==> src/rtl/matvec_sched_pkg.sv <==
// Shared constants, helper function and FSM encoding for the matrix-vector scheduler.
package matvec_sched_pkg;

  function automatic int unsigned clog2(input int unsigned value);
    int unsigned r;
    r = 0;
    for (int i = 0; i < 32; i++) begin
      if ((32'd1 << i) < value) r = i + 1;
    end
    return r;
  endfunction

  localparam int unsigned FLOAT_WIDTH = 32;
  localparam int unsigned VEC_SIZE    = 4;
  localparam int unsigned DOT_LATENCY = 1 + clog2(VEC_SIZE);
  localparam int unsigned MAX_ROWS    = 8;
  localparam int unsigned ROW_IDX_W   = clog2(MAX_ROWS + 1);
  localparam int unsigned FIFO_DEPTH  = DOT_LATENCY + 2;

  typedef enum logic [1:0] {
    StIdle  = 2'd0,
    StIssue = 2'd1,
    StDrain = 2'd2,
    StDone  = 2'd3
  } state_e;

endpackage

==> src/rtl/sched_result_fifo.sv <==
// Show-ahead result FIFO with occupancy count; a pop frees a slot for a same-cycle push.
module sched_result_fifo #(
  parameter int unsigned Width = 36,
  parameter int unsigned Depth = 5,
  localparam int unsigned PtrW = (Depth > 1) ? $clog2(Depth) : 1,
  localparam int unsigned CntW = $clog2(Depth + 1)
) (
  input  logic            clk_i,
  input  logic            rst_ni,
  input  logic            push_i,
  input  logic [Width-1:0] data_i,
  input  logic            pop_i,
  output logic [Width-1:0] data_o,
  output logic            empty_o,
  output logic [CntW-1:0] count_o
);

  logic [Width-1:0] mem_q [Depth];
  logic [Width-1:0] mem_d [Depth];
  logic [PtrW-1:0]  wr_ptr_q, wr_ptr_d, rd_ptr_q, rd_ptr_d;
  logic [CntW-1:0]  count_q, count_d;
  logic             full, do_push, do_pop;

  function automatic logic [PtrW-1:0] ptr_inc(input logic [PtrW-1:0] p);
    return (p == PtrW'(Depth - 1)) ? '0 : p + PtrW'(1);
  endfunction

  assign empty_o = (count_q == '0);
  assign full    = (count_q == CntW'(Depth));
  assign count_o = count_q;
  assign data_o  = mem_q[rd_ptr_q];

  always_comb begin
    do_pop   = pop_i && !empty_o;
    do_push  = push_i && (!full || do_pop);
    mem_d    = mem_q;
    wr_ptr_d = wr_ptr_q;
    rd_ptr_d = rd_ptr_q;
    if (do_push) begin
      mem_d[wr_ptr_q] = data_i;
      wr_ptr_d        = ptr_inc(wr_ptr_q);
    end
    if (do_pop) rd_ptr_d = ptr_inc(rd_ptr_q);
    count_d = count_q + CntW'(do_push) - CntW'(do_pop);
  end

  always_ff @(posedge clk_i or negedge rst_ni) begin
    if (!rst_ni) begin
      for (int i = 0; i < Depth; i++) mem_q[i] <= '0;
      wr_ptr_q <= '0;
      rd_ptr_q <= '0;
      count_q  <= '0;
    end else begin
      mem_q    <= mem_d;
      wr_ptr_q <= wr_ptr_d;
      rd_ptr_q <= rd_ptr_d;
      count_q  <= count_d;
    end
  end

  overflow_a: assert property (@(posedge clk_i) disable iff (!rst_ni)
    !(push_i && full && !pop_i));

endmodule

==> src/rtl/matvec_sched.sv <==
// Issues matrix rows into a fixed-latency vec_dot pipeline under FIFO credit and
// collects the tagged results into a valid/ready result stream.
module matvec_sched
  import matvec_sched_pkg::*;
(
  input  logic                   clk,
  input  logic                   rst_n,
  input  logic                   start,
  input  logic [ROW_IDX_W-1:0]   num_rows,
  input  logic                   relu_en,
  output logic                   busy,
  output logic                   done,
  output logic                   rd_en,
  output logic [ROW_IDX_W-1:0]   rd_addr,
  input  logic [FLOAT_WIDTH-1:0] dot_result,
  output logic                   res_valid,
  input  logic                   res_ready,
  output logic [FLOAT_WIDTH-1:0] res_data,
  output logic [ROW_IDX_W-1:0]   res_idx,
  output logic                   res_last
);

  localparam int unsigned EntryW   = ROW_IDX_W + FLOAT_WIDTH;
  localparam int unsigned FifoCntW = $clog2(FIFO_DEPTH + 1);
  localparam int unsigned CreditW  = clog2(FIFO_DEPTH + DOT_LATENCY + 1);

  state_e                 state_q, state_d;
  logic [ROW_IDX_W-1:0]   num_rows_q, num_rows_d;
  logic [ROW_IDX_W-1:0]   issue_cnt_q, issue_cnt_d;
  logic [ROW_IDX_W-1:0]   retire_cnt_q, retire_cnt_d;
  logic                   relu_q, relu_d;
  logic [DOT_LATENCY-1:0] vld_q, vld_d;
  logic [ROW_IDX_W-1:0]   idx_q [DOT_LATENCY];
  logic [ROW_IDX_W-1:0]   idx_d [DOT_LATENCY];

  logic                   fifo_push, fifo_pop, fifo_empty;
  logic [FifoCntW-1:0]    fifo_count;
  logic [EntryW-1:0]      fifo_wdata, fifo_rdata;
  logic [FLOAT_WIDTH-1:0] wr_value;
  logic [CreditW-1:0]     credit_used;

  assign fifo_push  = vld_q[DOT_LATENCY-1];
  assign wr_value   = (relu_q && dot_result[FLOAT_WIDTH-1]) ? '0 : dot_result;
  assign fifo_wdata = {idx_q[DOT_LATENCY-1], wr_value};
  assign fifo_pop   = res_valid && res_ready;

  sched_result_fifo #(
    .Width (EntryW),
    .Depth (FIFO_DEPTH)
  ) u_fifo (
    .clk_i   (clk),
    .rst_ni  (rst_n),
    .push_i  (fifo_push),
    .data_i  (fifo_wdata),
    .pop_i   (fifo_pop),
    .data_o  (fifo_rdata),
    .empty_o (fifo_empty),
    .count_o (fifo_count)
  );

  assign res_valid           = !fifo_empty;
  assign {res_idx, res_data} = fifo_rdata;
  assign res_last            = res_valid && (res_idx == num_rows_q - ROW_IDX_W'(1));
  assign busy                = (state_q != StIdle);
  assign rd_addr             = issue_cnt_q;

  // Every row in flight plus every queued result holds a slot, so arrivals never overflow.
  always_comb begin
    credit_used = CreditW'(fifo_count);
    for (int i = 0; i < DOT_LATENCY; i++) credit_used = credit_used + CreditW'(vld_q[i]);
  end

  always_comb begin
    state_d      = state_q;
    num_rows_d   = num_rows_q;
    relu_d       = relu_q;
    issue_cnt_d  = issue_cnt_q;
    retire_cnt_d = retire_cnt_q + ROW_IDX_W'(fifo_pop);
    rd_en        = 1'b0;
    done         = 1'b0;
    unique case (state_q)
      StIdle: begin
        if (start) begin
          num_rows_d   = num_rows;
          relu_d       = relu_en;
          issue_cnt_d  = '0;
          retire_cnt_d = '0;
          state_d      = (num_rows == '0) ? StDone : StIssue;
        end
      end
      StIssue: begin
        rd_en = (credit_used < CreditW'(FIFO_DEPTH));
        if (rd_en) begin
          issue_cnt_d = issue_cnt_q + ROW_IDX_W'(1);
          if (issue_cnt_q == num_rows_q - ROW_IDX_W'(1)) state_d = StDrain;
        end
      end
      StDrain: begin
        // Counting this cycle's pop lets done follow the last pop by exactly one cycle.
        if (retire_cnt_d == num_rows_q) state_d = StDone;
      end
      StDone: begin
        done    = 1'b1;
        state_d = StIdle;
      end
      default: state_d = StIdle;
    endcase
  end

  always_comb begin
    vld_d[0] = rd_en;
    idx_d[0] = rd_addr;
    for (int i = 1; i < DOT_LATENCY; i++) begin
      vld_d[i] = vld_q[i-1];
      idx_d[i] = idx_q[i-1];
    end
  end

  always_ff @(posedge clk or negedge rst_n) begin
    if (!rst_n) begin
      state_q      <= StIdle;
      num_rows_q   <= '0;
      relu_q       <= 1'b0;
      issue_cnt_q  <= '0;
      retire_cnt_q <= '0;
      vld_q        <= '0;
      for (int i = 0; i < DOT_LATENCY; i++) idx_q[i] <= '0;
    end else begin
      state_q      <= state_d;
      num_rows_q   <= num_rows_d;
      relu_q       <= relu_d;
      issue_cnt_q  <= issue_cnt_d;
      retire_cnt_q <= retire_cnt_d;
      vld_q        <= vld_d;
      for (int i = 0; i < DOT_LATENCY; i++) idx_q[i] <= idx_d[i];
    end
  end

endmodule

==> config.mk <==
export PLATFORM = sky130hd
export DESIGN_NAME = matvec_sched
export DESIGN_NICKNAME = d
export VERILOG_FILES = /design/src/rtl/matvec_sched_pkg.sv /design/src/rtl/sched_result_fifo.sv /design/src/rtl/matvec_sched.sv
export SDC_FILE = /design/constraint.sdc
export NUM_CORES = 1
export LEC_CHECK = 0
export ABC_CLOCK_PERIOD_IN_PS = 3850
export CORE_MARGIN = 4
export CORE_UTILIZATION = 43
export DETAILED_ROUTE_END_ITERATION = 10
export PLACE_DENSITY = 0.73
export SYNTH_ARGS = -nofsm -noshare
export SYNTH_HDL_FRONTEND = slang
export SYNTH_SLANG_ARGS = --single-unit
==> constraint.sdc <==
create_clock -name clk -period 3.85 [get_ports clk]
set_clock_uncertainty 0.05 [all_clocks]
set_input_delay 0.385 -clock clk [delete_from_list [all_inputs] [get_ports clk]]
set_output_delay 0.385 -clock clk [all_outputs]
set_load 0.01 [all_outputs]
* Word-level counts from Yosys, hierarchy flattened
Cells that the tools add are included.
** Word-level totals
- Bits in registers :: 219
- Output and inout port bits :: 45
- Word-level logic and storage cells :: 85
** Cells by class
- Add/subtract/negate cells :: 10
- Magnitude comparators :: 4
- Equal/unequal tests :: 13
- Multiplexer cells :: 22
- Bitwise operators :: 2
- Reduce and logical (&&, ||, !) cells :: 17
** Operators by type and width (count)
- $bwmux 180 :: 1
- $bmux 36 s3 :: 1
- $demux 36 s3 :: 1
- $mux 36 :: 3
- $mux 32 :: 1
- $mux 4 :: 4
- $add 4x1->4 :: 3
- $eq 4x4->1 :: 3
- $mux 2 :: 5
- $eq 3x3->1 const B :: 3
- $ge 4x4->1 const B :: 2
- $ne 2x2->1 const B :: 4
- $not 3->4 :: 2
- $pmux 2 s4 :: 1
- $pmux 4 s2 :: 1
- $add 3x1->3 const B :: 2
- $logic_and 1x1->1 :: 6
- $mux 3 :: 2
- $add 3x1->4 :: 1
- $add 4x1->4 const B :: 1
- $eq 2x2->1 const B :: 2
- $logic_not 4->1 :: 1
- $lt 4x1->1 const B :: 1
- $lt 4x3->1 const B :: 1
- other kinds (13) :: 16

* Logic depth before layout (Yosys ltp)
Gate-level depths: netlist of run 1.
- Word-level depth :: 8
- Gate-level depth with buffers :: 11
- Gate-level depth less buffers :: 10

* By module
Synthesis of run 1 repeated with hierarchy kept, for this count alone.
** Unflattened totals
- Cells, all modules :: 750
- Area total of the unflattened synthesis :: 10448.8 µm²
** Modules (own cells, without submodules)
- sched_result_fifo :: times used 1, cells each 594, area each 8753.4 µm², seq. area each 4729.5 µm²
- matvec_sched :: times used 1, cells each 156, area each 1695.4 µm², seq. area each 750.7 µm²

* Worst setup path after synthesis of run 1
Ideal clock, no wire load.
- Path type :: reg2reg
- Start :: register u_fifo.count_q[1] (netlist: u_fifo.count_o[1])
- End :: register state_q[1]
- Setup time :: 79 ps
- Arrival :: 2741 ps
- Slack :: 980 ps
- Stages on the path, launching flop included :: 12
- Period minus slack after synthesis :: 2870 ps
- Cell sequence :: dfrtp_1 inv_1 nand3_1 and2_1 clkbuf_1 ha_1 ha_1 xnor2_1 xnor2_1 or4_4 a211oi_2 mux2i_1
** Between the ends
- Word-level cells in the longest chain between the ends :: 7
- Elaborated cells between the ends (all ways) :: 12
- Classes of those cells :: 4 x add/sub; 1 x order compare; 3 x eq/ne; 4 x reduce/logical
** RTL lines
- from (decl) :: RTL line sched_result_fifo.sv:21 : logic [CntW-1:0] count_q, count_d;
- from (signal assigned) :: RTL line sched_result_fifo.sv:57 : count_q <= count_d;
- $logic_not 3->1 :: RTL line sched_result_fifo.sv:28 : assign empty_o = (count_q == '0);
- $logic_not 1->1 :: RTL line matvec_sched.sv:61 : assign res_valid = !fifo_empty;
- net res_valid :: RTL line matvec_sched.sv:16 : output logic res_valid,
- $logic_and 1x1->1 :: RTL line matvec_sched.sv:45 : assign fifo_pop = res_valid && res_ready;
- $add 4x1->4 :: RTL line matvec_sched.sv:78 : retire_cnt_d = retire_cnt_q + ROW_IDX_W'(fifo_pop);
- $eq 4x4->1 :: RTL line matvec_sched.sv:100 : if (retire_cnt_d == num_rows_q) state_d = StDone;
- $ne 2x2->1 (no line)
- $reduce_and 4->1 (no line)
- to (signal assigned) :: RTL line matvec_sched.sv:121 : state_q <= StIdle;
- to (signal assigned) :: RTL line matvec_sched.sv:129 : state_q <= state_d;
- to (decl) :: RTL line matvec_sched.sv:27 : state_e state_q, state_d;
The timed path passes the listed nets, and every way through them passes these cells.
A chain may end at the register's enable or synchronous reset.

* Worst setup path after layout of run 1
- Start :: register vld_q[0]
- End :: output rd_en
** Between the ends
- Word-level cells in the longest chain between the ends :: 5
** RTL lines
- from (decl) :: RTL line matvec_sched.sv:32 : logic [DOT_LATENCY-1:0] vld_q, vld_d;
- from (signal assigned) :: RTL line matvec_sched.sv:134 : vld_q <= vld_d;
- $add 3x1->4 :: RTL line matvec_sched.sv:70 : for (int i = 0; i < DOT_LATENCY; i++) credit_used = credit_used + CreditW'(vld_q[i]);
- $add 4x1->4 (2 in a row) :: RTL line matvec_sched.sv:70
- $lt 4x3->1 :: RTL line matvec_sched.sv:92 : rd_en = (credit_used < CreditW'(FIFO_DEPTH));
- $mux 1 :: RTL line matvec_sched.sv:81 : unique case (state_q)
- to (decl) :: RTL line matvec_sched.sv:13 : output logic rd_en,
Every way passes these cells.

==> results of run 1 <==
-- kinds of logic (layout without fill, tap and decap cells) --
| kind of cell | Yosys count | after routing | share of synthesized area (%) |
|---|---|---|---|
| compound gates | 255 | 255 | 13.9 |
| mux | 98 | 98 | 10.6 |
| fa+ha+maj | 20 | 20 | 2.78 |
| xor+xnor | 21 | 21 | 1.87 |
| flops | 219 | 219 | 55.8 |
| simple gates | 267 | 267 | 11.0 |
| buf+inv | 94 | 162 | 4.05 |
-- power breakdown --
group	total (W)	internal [W]	leakage, nW	switching, W
registers	0.00389	0.00327	2.83	0.000620
logic	0.00414	0.00193	2.11	0.00221
clock network	0.00230	0.00139	0.393	0.000902
-- flip-flops by register name, summed over array words and instances, names as in the netlist --
name and flops:
u_fifo.mem_q 180, idx_d 8, fifo_wdata 4, num_rows_q 4, rd_addr 4, retire_cnt_q 4
u_fifo.count_o 3, u_fifo.rd_ptr_q 3, u_fifo.wr_ptr_q 3, vld_q 3, state_q 2, relu_q 1
-- metal layers --
metal  global-route usage [%]  vias to the layer above  routed length [um]
met5                        0                        -                   0
met4                     3.87                        0                 446
met3                     3.88                       35                1240
met2                     26.9                      164                9760
met1                     24.5                     3400               10100
li1                         -                     3416                   -
-- area by class of cell --
class,count,area [um^2]
clock buffers,29,648
clock inverters,11,143
fillers,2023,10900
inverters,21,78.8
multi-input cells,661,3960
flip-flops and latches,219,5490
well taps,285,357
repair buffers,101,990
-- how the worst max path moves through the flow --
stage | from | to | slack [ns] | depth (start not counted)
floorplan | u_fifo.count_o[1]$_DFF_PN0_ | state_q[1]$_DFFE_PN0P_ | 0.98 | 11
global placement | vld_q[0]$_DFF_PN0_ | rd_en | 0.81 | 8
detailed placement | vld_q[0]$_DFF_PN0_ | rd_en | 0.81 | 8
CTS | vld_q[0]$_DFF_PN0_ | rd_en | 0.23 | 8
global route | vld_q[0]$_DFF_PN0_ | rd_en | 0.07 | 8
finish | vld_q[0]$_DFF_PN0_ | rd_en | 0.25 | 8
-- synth_stat cells, drive strengths merged (2+ instances only) --
cell type	n
fa	3
nor2	39
nor4	2
and2	3
o22ai	33
a21o	2
nand2	199
mux4	2
inv	21
a211oi	2
nor2b	3
xor2	9
dfrtp	219
o21ai	171
nand3	6
or4	5
nor3	2
mux2i	68
buf	34
a22o	2
ha	17
xnor2	12
nand2b	3
mux2	28
a21oi	37
clkbuf	39
or3	2
-- worst register-to-register path: cells and delay by family (launching register included) --
family                   cells  cell delay, ns
flip-flops                   1            0.40
XOR/XNOR                     2            0.33
multiplexers                 1            0.20
AND/OR/NAND/NOR              3            0.99
adder cells (fa/ha/maj)      2            0.43
buffers and inverters        1            0.19
AO/OA/AOI/OAI                1            0.29
-- stage by stage --
step / power [W] / hold WS (ns) / setup slack, ns / util (%)
2_1_floorplan: 0.00655 / 0.0394 / 0.980 / -
3_5_place_dp: 0.00809 / 0.285 / 0.809 / 48.1
5_1_grt: 0.0111 / 0.306 / 0.0710 / 51.6
4_1_cts: 0.0104 / 0.299 / 0.225 / 51.6
6_report: 0.0103 / 0.297 / 0.246 / 51.6
3_3_place_gp: 0.00795 / 0.283 / 0.811 / 48.1
-- repair_timing --
action | in CTS | in global routing
endpoints found under the hold margin | 61 | 0
hold buffers | 1 | 0
endpoints found under the setup margin | 0 | 0
==> flow_metrics.env, run 1 <==
export IMPL_status="complete, no violations"
export IMPL_drtIter0Drc=394
export IMPL_irDropWorstVdd_mv=0.493
export IMPL_synth_edf_count=0
export IMPL_drv_cap=0
export IMPL_grt_pass1_vias=7084
export IMPL_crit_type="flip-flop to output pin"
export IMPL_final_nets=1088
export IMPL_fin_crit_sh_pct=93.6
export IMPL_grt_max_degree=76
export IMPL_worst_pin_slew_ns=1.17
export IMPL_gp_congestion=0.781
export IMPL_cts_htree_levels=1
export IMPL_final_common_cell="dfrtp_1"
export IMPL_start_util_pct=43.5
export IMPL_drtAntennaViolNets=0
export IMPL_die_w_um=159
export IMPL_hold_violations=0
export IMPL_crit_path_frequent_cell="fa_1"
export IMPL_clk_latency_ns=0.51
export IMPL_fmaxAchievable_mhz=278
export IMPL_die_height_um=159
export IMPL_netlist_area_leader_share_pct=55.8
export IMPL_slowest_stage="fa_1"
export IMPL_ys_types=44
export IMPL_cts_sinks=219
export IMPL_ys_ff_latch=219
export IMPL_finalWirelength_um=21600
export IMPL_crit_required_ns=3.41
export IMPL_synthCells=974
export IMPL_final_cell_area_um2=11700
export IMPL_fin_tns_setup_ns=0
export IMPL_holdPathEnd="fifo_wdata[35]$_DFF_PN0_"
export IMPL_ioPinCount=86
export IMPL_leakage_nw=5.34
export IMPL_cts_inserted_buffers=23
export IMPL_path_clk_slew_ns=0.06
export IMPL_cp_slowest_stage_delay_ns=0.54
export IMPL_path_delay_family="adder cells"
export IMPL_synthFlopType="dfrtp_1"
export IMPL_num_antenna_cells=0
export IMPL_r2r_start="u_fifo.count_o[1]$_DFF_PN0_"
export IMPL_antenna_found_initial=0
export IMPL_yosysSeqAreaShare_pct=55.8
export IMPL_viasPerCell=5.29
export IMPL_core_um2=22600
export IMPL_end_kind="output pin"
export IMPL_overflow=0
export IMPL_async_flop_share_pct=100
export IMPL_synth_nets=1035
export IMPL_final_cells=1327
export IMPL_crit_chain="fa_1 > ha_1 > inv_1 > fa_1 > nor2b_1 > o22ai_1 > nor2_1 > clkdlybuf4s50_1"
export IMPL_cts_setup_buffers=0
export IMPL_grt_usage_pct=17.1
export IMPL_fin_crit_ns=3.60
export IMPL_yosysTopAreaCell="dfrtp_1"
export IMPL_syn_cell_area_um2=9830
export IMPL_synth_area_leaders="dfrtp_1, o21ai_0, nand2_1, mux2i_1, mux2_2"
export IMPL_num_rows=55
export IMPL_ff2ff_path_depth=10
export IMPL_clk_path_buf_depth=3
export IMPL_maxSlewHeadroom_pct=22.2
export IMPL_placed_area_um2=10900
export IMPL_grt_pass1_wl_um=36700
export IMPL_yosys_warnings=0
export IMPL_cts_tree="yes"
export IMPL_timing_rr_end="state_q[1]$_DFFE_PN0P_"
export IMPL_min_path_cells=0
export IMPL_layout_common_cells="dfrtp_1, nand2_1, o21ai_0, clkdlybuf4s50_1, mux2i_1"
export IMPL_min_from="idx_d[3]$_DFF_PN0_"
export IMPL_rsz0062_at_grt="no"
export IMPL_drv_slew=0
export IMPL_post_dp_hpwl_um=13800
export IMPL_dp_cells=1286
export IMPL_worstHoldPathType="flip-flop to flip-flop"
export IMPL_cp_max_fo=4
export IMPL_power_density_nw_per_um2=887
export IMPL_wire_per_inst_um=16.3
export IMPL_drt_pass1_iter_count=5
export IMPL_cts_root_buf="clkbuf_16"
export IMPL_drive_gt1_share_pct=9.21
export IMPL_cts_resized=0
export IMPL_area_growth_pct=18.6
export IMPL_avgSynthCellArea_um2=10.1
export IMPL_path_buf_inv=2
export IMPL_dieArea_um2=25300
export IMPL_vias=7015
export IMPL_reg2reg_slack_ns=0.89
export IMPL_drcViolationCount=0
export IMPL_worstPathArrival_ns=3.17
export IMPL_critPathLaunchType="flip-flop"
export IMPL_portBuffers=85
export IMPL_setup_viol=0
No activity file was read; power rests on OpenSTA's default activity.
==> inputs of run 2 (changes only) <==
--- a/config.mk
+++ b/config.mk
@@ -9,7 +9,7 @@
 export CORE_MARGIN = 4
 export CORE_UTILIZATION = 43
 export DETAILED_ROUTE_END_ITERATION = 10
-export PLACE_DENSITY = 0.73
+export PLACE_DENSITY = 0.68
 export SYNTH_ARGS = -nofsm -noshare
 export SYNTH_HDL_FRONTEND = slang
 export SYNTH_SLANG_ARGS = --single-unit
==> constraint.sdc (replaced) <==
create_clock -name clk -period 3.85 [get_ports clk]
set_clock_uncertainty 0.05 [all_clocks]
set_input_delay 0.385 -clock clk [delete_from_list [all_inputs] [get_ports clk]]
set_output_delay 0.385 -clock clk [all_outputs]
set_load 0.02 [all_outputs]
==> run 2 against run 1 <==
Net effect: register-to-register slack lost 0.08 ns; hold slack is essentially flat; via count shrank 0.97%; global-route usage grew 0.31 points; sequential cell count is the same; non-clock buffer count grew 1; power grew 3.8%; sequential share of layout area shrank 0.32 points; first-iteration DRC count shrank 1.3%; critical endpoint unchanged.
==> flow_metrics.env, run 2 (synthesized netlist as in run 1, its figures left out) <==
export IMPL_status="complete, no violations"
export IMPL_hold_violations=0
export IMPL_rsz0062_at_grt="no"
export IMPL_final_cell_area_um2=11700
export IMPL_viasPerCell=5.22
export IMPL_grt_busiest_layer="met2"
export IMPL_drtIter0Drc=389
export IMPL_maxSlewHeadroom_pct=43.9
export IMPL_grt_usage_pct=17.4
export IMPL_cts_tree="yes"
export IMPL_cts_setup_buffers=0
export IMPL_path_clk_slew_ns=0.06
export IMPL_worstHoldPathType="flip-flop to flip-flop"
export IMPL_dieArea_um2=25300
export IMPL_timing_rr_end="state_q[1]$_DFFE_PN0P_"
export IMPL_fill_cells=2041
export IMPL_cts_root_buf="clkbuf_16"
export IMPL_irDropWorstVdd_mv=0.512
export IMPL_cts_htree_levels=1
export IMPL_num_rows=55
export IMPL_grt_use_met2_pct=28.3
export IMPL_leakage_nw=5.37
export IMPL_num_antenna_cells=0
export IMPL_overflow=0
export IMPL_cts_inserted_buffers=24
export IMPL_clk_path_buf_depth=3
export IMPL_portBuffers=85
export IMPL_crit_required_ns=3.41
export IMPL_drv_slew=0
export IMPL_crit_type="flip-flop to output pin"
export IMPL_end_kind="output pin"
export IMPL_grt_pass1_vias=7080
export IMPL_fin_crit_ns=3.61
export IMPL_fmaxAchievable_mhz=277
export IMPL_cts_sinks=219
export IMPL_critPathLaunchType="flip-flop"
export IMPL_start_util_pct=43.5
export IMPL_ff2ff_path_depth=10
export IMPL_power_density_nw_per_um2=914
export IMPL_fin_crit_sh_pct=93.9
export IMPL_area_growth_pct=19.4
export IMPL_die_w_um=159
export IMPL_drt_pass1_iter_count=4
export IMPL_holdPathEnd="fifo_wdata[35]$_DFF_PN0_"
export IMPL_reg2reg_slack_ns=0.81
export IMPL_met3_usage_pct=3.73
export IMPL_final_common_cell="dfrtp_1"
export IMPL_min_path_cells=0
export IMPL_die_height_um=159
export IMPL_gp_congestion=0.810
export IMPL_r2r_start="u_fifo.count_o[1]$_DFF_PN0_"
export IMPL_vias=6947
export IMPL_antenna_found_initial=0
export IMPL_grt_pass1_wl_um=37000
export IMPL_top_register="u_fifo.mem_q"
export IMPL_layout_common_cells="dfrtp_1, nand2_1, o21ai_0, clkdlybuf4s50_1, mux2i_1"
export IMPL_worst_pin_slew_ns=0.840
export IMPL_min_from="idx_d[3]$_DFF_PN0_"
export IMPL_wire_per_inst_um=16.3
export IMPL_largest_reg_flops=180
export IMPL_cp_max_fo=4
export IMPL_use_met1_pct=24.3
export IMPL_drv_cap=0
export IMPL_ioPinCount=86
export IMPL_post_dp_hpwl_um=13900
export IMPL_core_um2=22600
export IMPL_setup_viol=0
export IMPL_grt_max_degree=96
export IMPL_worstPathArrival_ns=3.18
export IMPL_drive_gt1_share_pct=9.46
export IMPL_final_nets=1090
export IMPL_drcViolationCount=0
export IMPL_fin_tns_setup_ns=0
export IMPL_placed_area_um2=10900
export IMPL_finalWirelength_um=21700
export IMPL_drtAntennaViolNets=0
export IMPL_clk_latency_ns=0.51
-- run 2: repair_timing --
action                     CTS  global route
resized for setup            0             1
setup endpoints to repair    0             1
hold buffers                 1             0
hold endpoints to repair    92             0
-- run 2: power breakdown --
part,internal [W],switching (W),leakage (nW)
clock,0.00153,0.000898,0.422
sequential,0.00327,0.000672,2.83
combinational,0.00194,0.00242,2.12
total,0.00675,0.00399,5.37
-- run 2: area by class of cell --
type,count,area (um^2),area share [%]
Clock buffer,33,696,5.93
Clock inverter,11,161,1.38
Inverter,21,78.8,0.672
Multi-Input combinational cell,661,3960,33.8
Sequential cell,219,5490,46.7
Tap cell,285,357,3.04
Timing Repair Buffer,102,997,8.50
-- run 2: worst max-delay path, stage by stage, from the launching register on --
cell and delay (ns):
dfrtp_1 0.40, fa_1 0.54, ha_1 0.16, inv_1 0.05
fa_1 0.42, nor2b_1 0.13, o22ai_1 0.31, nor2_1 0.11
clkdlybuf4s50_1 0.56
-- run 2: metal layers --
| metal | wire, um | vias to the layer above |
|---|---|---|
| met4 | 419 | 0 |
| met1 | 9940 | 3341 |
| met2 | 10100 | 144 |
| li1 | - | 3431 |
| met5 | 0 | - |
| met3 | 1210 | 31 |
-- run 2: how the worst max path moves through the flow --
stage	startpoint	to	slack [ns]	cells after the start
after global placement	u_fifo.rd_ptr_q[0]$_DFFE_PN0N_	res_last	0.69	6
after global routing	u_fifo.rd_ptr_q[0]$_DFFE_PN0N_	res_last	0.07	6
after floorplan	u_fifo.count_o[1]$_DFF_PN0_	state_q[1]$_DFFE_PN0P_	0.87	11
final	vld_q[0]$_DFF_PN0_	rd_en	0.24	8
after detailed placement	u_fifo.rd_ptr_q[0]$_DFFE_PN0N_	res_last	0.69	6
after CTS	u_fifo.rd_ptr_q[0]$_DFFE_PN0N_	res_last	0.12	6
-- run 2: stage by stage --
| step | instances | util, % | hold WS (ns) | power (W) | worst slack (ns) |
|---|---|---|---|---|---|
| after floorplan | 974 | - | 0.0394 | 0.00681 | 0.868 |
| after global placement | 1287 | 48.1 | 0.282 | 0.00824 | 0.685 |
| after detailed placement | 1287 | 48.1 | 0.286 | 0.00836 | 0.690 |
| after CTS | 1332 | 52.0 | 0.299 | 0.0108 | 0.117 |
| after global routing | 1332 | 52.0 | 0.300 | 0.0116 | 0.0716 |
| final | 1332 | 52.0 | 0.297 | 0.0107 | 0.236 |
